## src/rtl/cube_root_pkg.sv

```systemverilog
// Shared widths, iteration constants and FSM encoding for cube, cube_root and mult_seq.
package cube_root_pkg;

   localparam int X_W        = 24;
   localparam int Y_W        = 8;
   localparam int MUL_W      = 16;
   localparam int B_W        = 18;
   localparam int ITER       = 8;
   localparam int S0         = 21;
   localparam int S_STEP     = 3;
   localparam int S_W        = 5;
   localparam int CNT_W      = 3;
   localparam int MUL_CYCLES = 8;

   typedef enum logic [2:0] {
      IDLE,
      PREP,
      LAUNCH,
      MWAIT,
      CHECK
   } state_t;

   // Trial subtrahend 3*y*(y+1) + 1, given p = y*(y+1).
   function automatic logic [B_W-1:0] cube_step_term(input logic [MUL_W-1:0] p);
      logic [B_W-1:0] pe;
      pe = B_W'(p);
      return (pe << 1) + pe + B_W'(1);
   endfunction

endpackage

```

## src/rtl/cube_root_mult_seq.sv

```systemverilog
// Sequential 8x8 -> 16 shift-add multiplier; busy for exactly MUL_CYCLES cycles per product.
module mult_seq
   import cube_root_pkg::*;
(
   input  logic             clk_i,
   input  logic             rst_i,
   input  logic             start_i,
   input  logic [Y_W-1:0]   a_bi,
   input  logic [Y_W-1:0]   b_bi,
   output logic             busy_o,
   output logic [MUL_W-1:0] y_bo
);

   logic [MUL_W-1:0] a_sh;
   logic [MUL_W-1:0] acc;
   logic [MUL_W-1:0] acc_nxt;
   logic [Y_W-1:0]   b_sh;
   logic [CNT_W-1:0] cnt;

   assign acc_nxt = acc + (b_sh[0] ? a_sh : '0);

   always_ff @(posedge clk_i) begin
      if (rst_i) begin
         a_sh   <= '0;
         b_sh   <= '0;
         acc    <= '0;
         cnt    <= '0;
         busy_o <= 1'b0;
         y_bo   <= '0;
      end else if (!busy_o) begin
         if (start_i) begin
            a_sh   <= MUL_W'(a_bi);
            b_sh   <= b_bi;
            acc    <= '0;
            cnt    <= '0;
            busy_o <= 1'b1;
         end
      end else begin
         // One multiplier bit per cycle; the last cycle publishes the product.
         acc  <= acc_nxt;
         a_sh <= a_sh << 1;
         b_sh <= b_sh >> 1;
         cnt  <= cnt + CNT_W'(1);
         if (cnt == CNT_W'(MUL_CYCLES - 1)) begin
            busy_o <= 1'b0;
            y_bo   <= acc_nxt;
         end
      end
   end

endmodule

```

## src/rtl/cube_root.sv

```systemverilog
// Restoring digit-by-digit integer cube root: floor(cbrt(x)) of a 24-bit value, one root bit per 11 cycles.
module cube_root
   import cube_root_pkg::*;
(
   input  logic           clk_i,
   input  logic           rst_i,
   input  logic           start_i,
   input  logic [X_W-1:0] x_bi,
   output logic           busy_o,
   output logic [Y_W-1:0] y_bo
);

   state_t           state;
   state_t           state_nxt;

   logic [X_W-1:0]   r;
   logic [Y_W-1:0]   y;
   logic [S_W-1:0]   s;
   logic [Y_W-1:0]   a_op;
   logic [Y_W-1:0]   b_op;
   logic [CNT_W-1:0] wait_cnt;

   logic             mul_start;
   logic             mul_busy;
   logic [MUL_W-1:0] mul_p;

   logic [B_W-1:0]   b_term;
   logic [X_W-1:0]   r_shr;
   logic [X_W-1:0]   b_shl;
   logic             take;
   logic [Y_W-1:0]   y_inc;

   mult_seq u_mult (
      .clk_i   (clk_i),
      .rst_i   (rst_i),
      .start_i (mul_start),
      .a_bi    (a_op),
      .b_bi    (b_op),
      .busy_o  (mul_busy),
      .y_bo    (mul_p)
   );

   // Compare on the shifted remainder so nothing wider than X_W is needed.
   assign b_term = cube_step_term(mul_p);
   assign r_shr  = r >> s;
   assign b_shl  = X_W'(b_term) << s;
   assign take   = (r_shr >= X_W'(b_term));
   assign y_inc  = y + Y_W'(1);

   always_ff @(posedge clk_i) begin
      if (rst_i) begin
         state <= IDLE;
      end else begin
         state <= state_nxt;
      end
   end

   always_comb begin
      state_nxt = state;
      mul_start = 1'b0;
      case (state)
         IDLE:    if (start_i) state_nxt = PREP;
         PREP:    state_nxt = LAUNCH;
         LAUNCH: begin
            mul_start = 1'b1;
            state_nxt = MWAIT;
         end
         // Leave on the same edge the multiplier drops busy and publishes p.
         MWAIT:   if (wait_cnt == '0) state_nxt = CHECK;
         CHECK:   state_nxt = (s == '0) ? IDLE : PREP;
         default: state_nxt = IDLE;
      endcase
   end

   always_ff @(posedge clk_i) begin
      if (rst_i) begin
         r        <= '0;
         y        <= '0;
         s        <= '0;
         a_op     <= '0;
         b_op     <= '0;
         wait_cnt <= '0;
         busy_o   <= 1'b0;
         y_bo     <= '0;
      end else begin
         case (state)
            IDLE: begin
               if (start_i) begin
                  r      <= x_bi;
                  y      <= '0;
                  s      <= S_W'(S0);
                  busy_o <= 1'b1;
               end
            end
            PREP: begin
               y    <= y << 1;
               a_op <= y << 1;
               b_op <= (y << 1) | Y_W'(1);
            end
            LAUNCH: begin
               wait_cnt <= CNT_W'(MUL_CYCLES - 1);
            end
            MWAIT: begin
               if (wait_cnt != '0) wait_cnt <= wait_cnt - CNT_W'(1);
            end
            CHECK: begin
               if (take) begin
                  r <= r - b_shl;
                  y <= y_inc;
               end
               if (s == '0) begin
                  y_bo   <= take ? y_inc : y;
                  busy_o <= 1'b0;
               end else begin
                  s <= s - S_W'(S_STEP);
               end
            end
            default: ;
         endcase
      end
   end

endmodule

```

## config.mk

```make
export PLATFORM = sky130hd
export DESIGN_NAME = cube_root
export DESIGN_NICKNAME = d
export VERILOG_FILES = /design/src/rtl/cube_root_pkg.sv /design/src/rtl/cube_root_mult_seq.sv /design/src/rtl/cube_root.sv
export SDC_FILE = /design/constraint.sdc
export NUM_CORES = 1
export LEC_CHECK = 0
export ABC_AREA = 1
export CORE_MARGIN = 8
export CORE_UTILIZATION = 60
export DETAILED_ROUTE_END_ITERATION = 8
export MAX_ROUTING_LAYER = met4
export PLACE_DENSITY = 0.78
export SYNTH_ARGS = -nofsm -noshare
export SYNTH_HDL_FRONTEND = slang
export SYNTH_SLANG_ARGS = --single-unit
export TNS_END_PERCENT = 20
```

## constraint.sdc

```tcl
create_clock -name clk_i -period 4.2 [get_ports clk_i]
set_input_delay 0.84 -clock clk_i [delete_from_list [all_inputs] [get_ports clk_i]]
set_output_delay 0.84 -clock clk_i [all_outputs]
set_load 0.005 [all_outputs]
```

; ---- Yosys cells after proc, flatten, opt, wreduce, memory -nomap -nowiden
; Cells that the tools add are included.
[op_classes]
n_shift = 2
n_mux = 31
addsub = 8
n_lt_le_gt_ge = 1
eq_ne = 11
reduce_logical = 17
[op_table]
columns = op, n
row1 = $mux 16, 5
row2 = $mux 24, 2
row3 = $pmux 24 s2, 1
row4 = $ge 24x18->1, 1
row5 = $pmux 8 s3, 1
row6 = $shl 18x5->24, 1
row7 = $shr 24x5->24, 1
row8 = $sub 24x24->24, 1
row9 = $add 17x16->18, 1
row10 = $add 18x1->18 const B, 1
row11 = $add 16x16->16, 1
row12 = $mux 8, 2
row13 = $mux 3, 5
row14 = $pmux 3 s5, 1
row15 = $mux 7, 2
row16 = $ne 2x2->1 const B, 6
row17 = $mux 5, 2
row18 = $pmux 5 s2, 1
row19 = $reduce_and 2->1, 5
row20 = $reduce_and 3->1, 3
row21 = $add 8x1->8 const B, 1
row22 = $mux 1, 7
row23 = $eq 3x2->1 const B, 2
row24 = $eq 3x3->1 const B, 2
row25 = 11 further kinds, 15
[totals]
word_cells = 86
input_bits = 27
output_inout_bits = 9
register_bits = 126

; ---- Depth between registers and ports, before layout
[logic_depth]
depth_word = 6
depth_mapped = 31
mapped_depth_nobuf = 31

; ---- Hierarchy
; A second synthesis with hierarchy kept.
[hier_totals]
hier_cells = 1772
area_unflattened_um2 = 10676.5
[by_module_without_submodules]
columns = module, seq_area_each_um2, instances, cells_per_inst, area_each_um2
row1 = cube_root, 1201.2, 1, 1272, 7333.3
row2 = mult_seq, 1201.2, 1, 500, 3343.2

; ---- Least setup slack after synthesis
; OpenSTA, ideal clock, no wires.
[synth_path]
path_type = register to register
from = register u_mult.y_bo[1]
to = register r[21]
stages_incl_launch_ff = 29
path_buffers = 0
setup_ns = 0.070
path_slack_ns = 0.547
required_ns = 4.130
arrival_ns = 3.583
period_less_slack_ns = 3.653
cell_sequence = dfxtp_1 inv_1 fa_1 inv_1 nand3_1 nand3_1 nand2_1 nand3_1 nand2_1 nand2_1 inv_1 o21ai_0 nand2_1 nand2_1 inv_1 o21ai_0 o211ai_1 ha_1 nand2_1 nor3_1 nand4_1 nand3_1 nand3_1 nand2_1 a31oi_1 xor2_1 o21ai_0 nand2_1 a21oi_1
[synth_between]
elab_chain_cells = 6
word_cells_on_any_way = 9
classes_between = add/sub (3) / order compare (1) / eq/ne (1) / shift (1) / mux (2) / reduce/logical (1)
[synth_lines]
columns = item, line_no
row1 = start: declaration, cube_root_mult_seq.sv:11  ; output logic [MUL_W-1:0] y_bo
row2 = start signal: assignment, cube_root_mult_seq.sv:46  ; y_bo <= acc_nxt;
row3 = $add 17x16->18 *, cube_root_pkg.sv:27  ; return (pe << 1) + pe + B_W'(1);
row4 = $add 18x1->18 *, cube_root_pkg.sv:27
row5 = $shl 18x5->24, cube_root.sv:46  ; assign b_shl = X_W'(b_term) << s;
row6 = $sub 24x24->24, cube_root.sv:108  ; r <= r - b_shl;
row7 = $mux 24, cube_root.sv:107  ; if (take) begin
row8 = $pmux 24 s2, cube_root.sv:86  ; case (state)
row9 = end signal: assignment, cube_root.sv:89  ; r <= x_bi;
row10 = end signal: assignment, cube_root.sv:108
row11 = end: declaration, cube_root.sv:16  ; logic [X_W-1:0] r;
; Every way passes the cells marked *; elsewhere a longest branch is shown, timed or not. The select of a mux whose other input is x is not followed.
; A chain may end at the register's enable or synchronous reset.

; ---- Worst setup path in the final report
[layout_path]
from = register u_mult.y_bo[2]
to = register r[22]
; Same word-level chain as after synthesis.

==> impl_metrics.toml <==
[status]
outcome = "finished, final reports clean"

[die]
core_area_sq_um = 16470
die_area_sq_um = 21180
die_width_microns = 145.5
start_util = 0.6113
rows = 47
num_io_pins = 36
die_height_microns = 145.5

[synthesis]
synth_edf_count = 0
synth_cell_types = 57
yosys_warnings = 0
synth_area_leaders = "dfxtp_1, nand2_1, ha_1"
syn_avg_cell_area_sq_um = 6.134
netlist.area_leader.share = 0.2327
synthMuxAreaShare = 0.008950
synth_top_cell_by_area = "dfxtp_1"
ys_async_sr_fraction = 0
synth_top_family_by_area = "simple AND/OR/NAND/NOR gates"
synth_compound_area_frac = 0.2021
synth-adder-area-share = 0.1029
syn_inst = 1641
syn_area_sq_um = 10070
ys_top_cells_by_count = "nand2_1, inv_1, a21oi_1"
ys_ff_latch = 117
synth-simple-area-share = 0.3187
yosys_most_used_dff = "dfxtp_1"
syn_nets = 1749
yosysMostFrequentCell = "nand2_1"
synthXorXnorAreaFrac = 0.02697
yosysSeqAreaShare = 0.2327

[setup_path]
cp_common_cell = "nand2_1"
crit_slowest_cell = "fa_2"
cp_num_buf_inv = 6
path_max_fanout = 4
worst_ep_arrival_time_ns = 4.25
cp-start-kind = "flop"
cp_top_family = "simple AND/OR/NAND/NOR gates"
worst_path_largest_cell_delay_ns = 0.39
worstSetupPathType = "flop to flop"
cp-end-kind = "flop"
required_ns = 4.45

[clocking]
cts_sinks = 117
htree_levels = 4
cts_tree = "built"
insertion_delay_ns = 0.42
cts_hold_buffers = 0
cts-root-buf = "clkbuf_16"
path_clk_slew_ns = 0.06
cts.path.max_buffers = 2
cts_buffers = 17

[hold_path]
hold_class = "flop to flop"

[final_layout]
synthToLayoutAreaGrowth_pct = 16.73
diodes = 0
nNetsFinal = 1783
drive_gt1_frac = 0.1191

[global_routing]
grt_pass1_vias = 9906
grt_use_total = 0.2824
grt_max_degree = 90
antenna_found_initial = 0
grt_pass1_wl_mm = 48.69
grt_overflow = 0

[placed_design]
io_buffer_count = 35
gp_congestion = 1.058
place_hpwl_mm = 22.64

[sta]
drv_slew = 0
tightestPinTransition_ns = 0.9635
setup_tns_ns = 0
hold_violations = 0
setup_violations = 0
skew_ns = 0.01335
clock.fmax_mhz = 250.2
finalCritPeriodShare = 0.9516
finalCriticalPeriod_ns = 3.997
slew_headroom = 0.3577

[job]
max_cap_violations = 0

[detailed_routing]
wl_met3_mm = 1.523
first_pass_iters = 6
vias = 10832
wl_met1_mm = 13.34
viasPerCell = 5.677
ant_nets = 0
routed_wl_mm = 30.64
drc = 0
met2WireLength_mm = 14.63
maxUsedRoutingLayer = "met4"
first_iter_violations = 886
routedWlPerCell_microns = 16.06

[power]
totalPowerFinal_w = 0.007126
power_density_nw_per_um2 = 606.5
p_leak_nw = 5.275
vdd_drop_max_uv = 417.3
-- placed cells by master (no fill, tap or decap), types with 16 or more instances in the layout --
cell type / netlist / routed
a31oi_1: 20 / 19
o21ai_1: 7 / 19
ha_1: 78 / 62
nand3_1: 106 / 98
ha_4: 0 / 16
clkbuf_16: 0 / 17
a21oi_1: 154 / 147
nor2_1: 112 / 111
buf_4: 0 / 49
nand2_1: 501 / 491
o21ai_0: 127 / 105
inv_1: 180 / 177
clkdlybuf4s50_1: 0 / 34
xor2_1: 25 / 24
dfxtp_1: 117 / 108
-- final timing paths --
check / slack [ns] / from / end / cells past startpoint
worst max-delay path: 0.20 / u_mult.y_bo[2] / r[22] / 30
worst min-delay path: 0.46 / u_mult.b_sh[7] / u_mult.b_sh[7] / 2
worst max register to register: 0.20 / u_mult.y_bo[2] / r[22] / 30
worst min register to register: 0.46 / u_mult.b_sh[7] / u_mult.b_sh[7] / 2
-- logic make-up after synthesis --
| kind of cell | after synthesis |
|---|---|
| other | 1 |
| buffers and inverters | 262 |
| adders and majority gates | 81 |
| muxes | 9 |
| DFF | 117 |
| xor gates and xnor gates | 31 |
| AOI/OAI and AO/OA | 364 |
| and+or+nand+nor | 776 |
-- per-stage QoR --
step                hold slack (ns)  worst slack [ns]  cells  utilization  cell area, sq um
floorplan                    0.4327            0.5466   1641            -             10070
global placement             0.4503            0.1227   1867       0.6461             10640
detailed placement           0.4588           0.03941   1867       0.6461             10640
CTS                          0.4671           0.01297   1899       0.6824             11240
global route                 0.4792          -0.05056   1908       0.7136             11750
finish                       0.4617            0.2034   1908       0.7136             11750
-- what timing repair did --
item / CTS / global route
pin swaps: 0 / 23
gates resized for setup: 1 / 110
buffers inserted: 0 / 9
setup endpoints to repair: 1 / 20
-- power breakdown --
| group | switching, W | internal [W] |
|---|---|---|
| clock network | 0.000562 | 0.000915 |
| logic | 0.00268 | 0.00157 |
| registers | 0.000173 | 0.00122 |
| total | 0.00342 | 0.00371 |
-- metal layers --
metal,up-vias,GRT usage
met2,362,0.4643
li1,5457,-
met5,-,-
met1,4925,0.3479
met3,88,0.03451
met4,0,0.1098
-- tightest hold or removal path: stages (launching register included) --
cell and delay [ns]:
dfxtp_1 0.31, nand2_1 0.06, a21oi_1 0.05
-- registers in the layout, summed over array words and instances (netlist names) --
signal / flops
y: 8
u_mult.y_bo: 15
u_mult.acc: 15
busy_o: 1
b_op: 8
wait_cnt: 3
u_mult.b_sh: 8
r: 24
u_mult.busy_o: 1
y_bo: 8
s: 5
u_mult.a_sh: 15
u_mult.cnt: 3
state: 3
-- cell type report --
class	count	area, sq um
Multi-Input combinational cell	1262	7073
Fill cell	1455	4716
Sequential cell	117	2359
Inverter	193	732.0
Timing Repair Buffer	84	713.2
Clock buffer	20	456.7
Tap cell	220	275.3
Clock inverter	12	141.4
No activity file was read; power rests on OpenSTA's default activity.
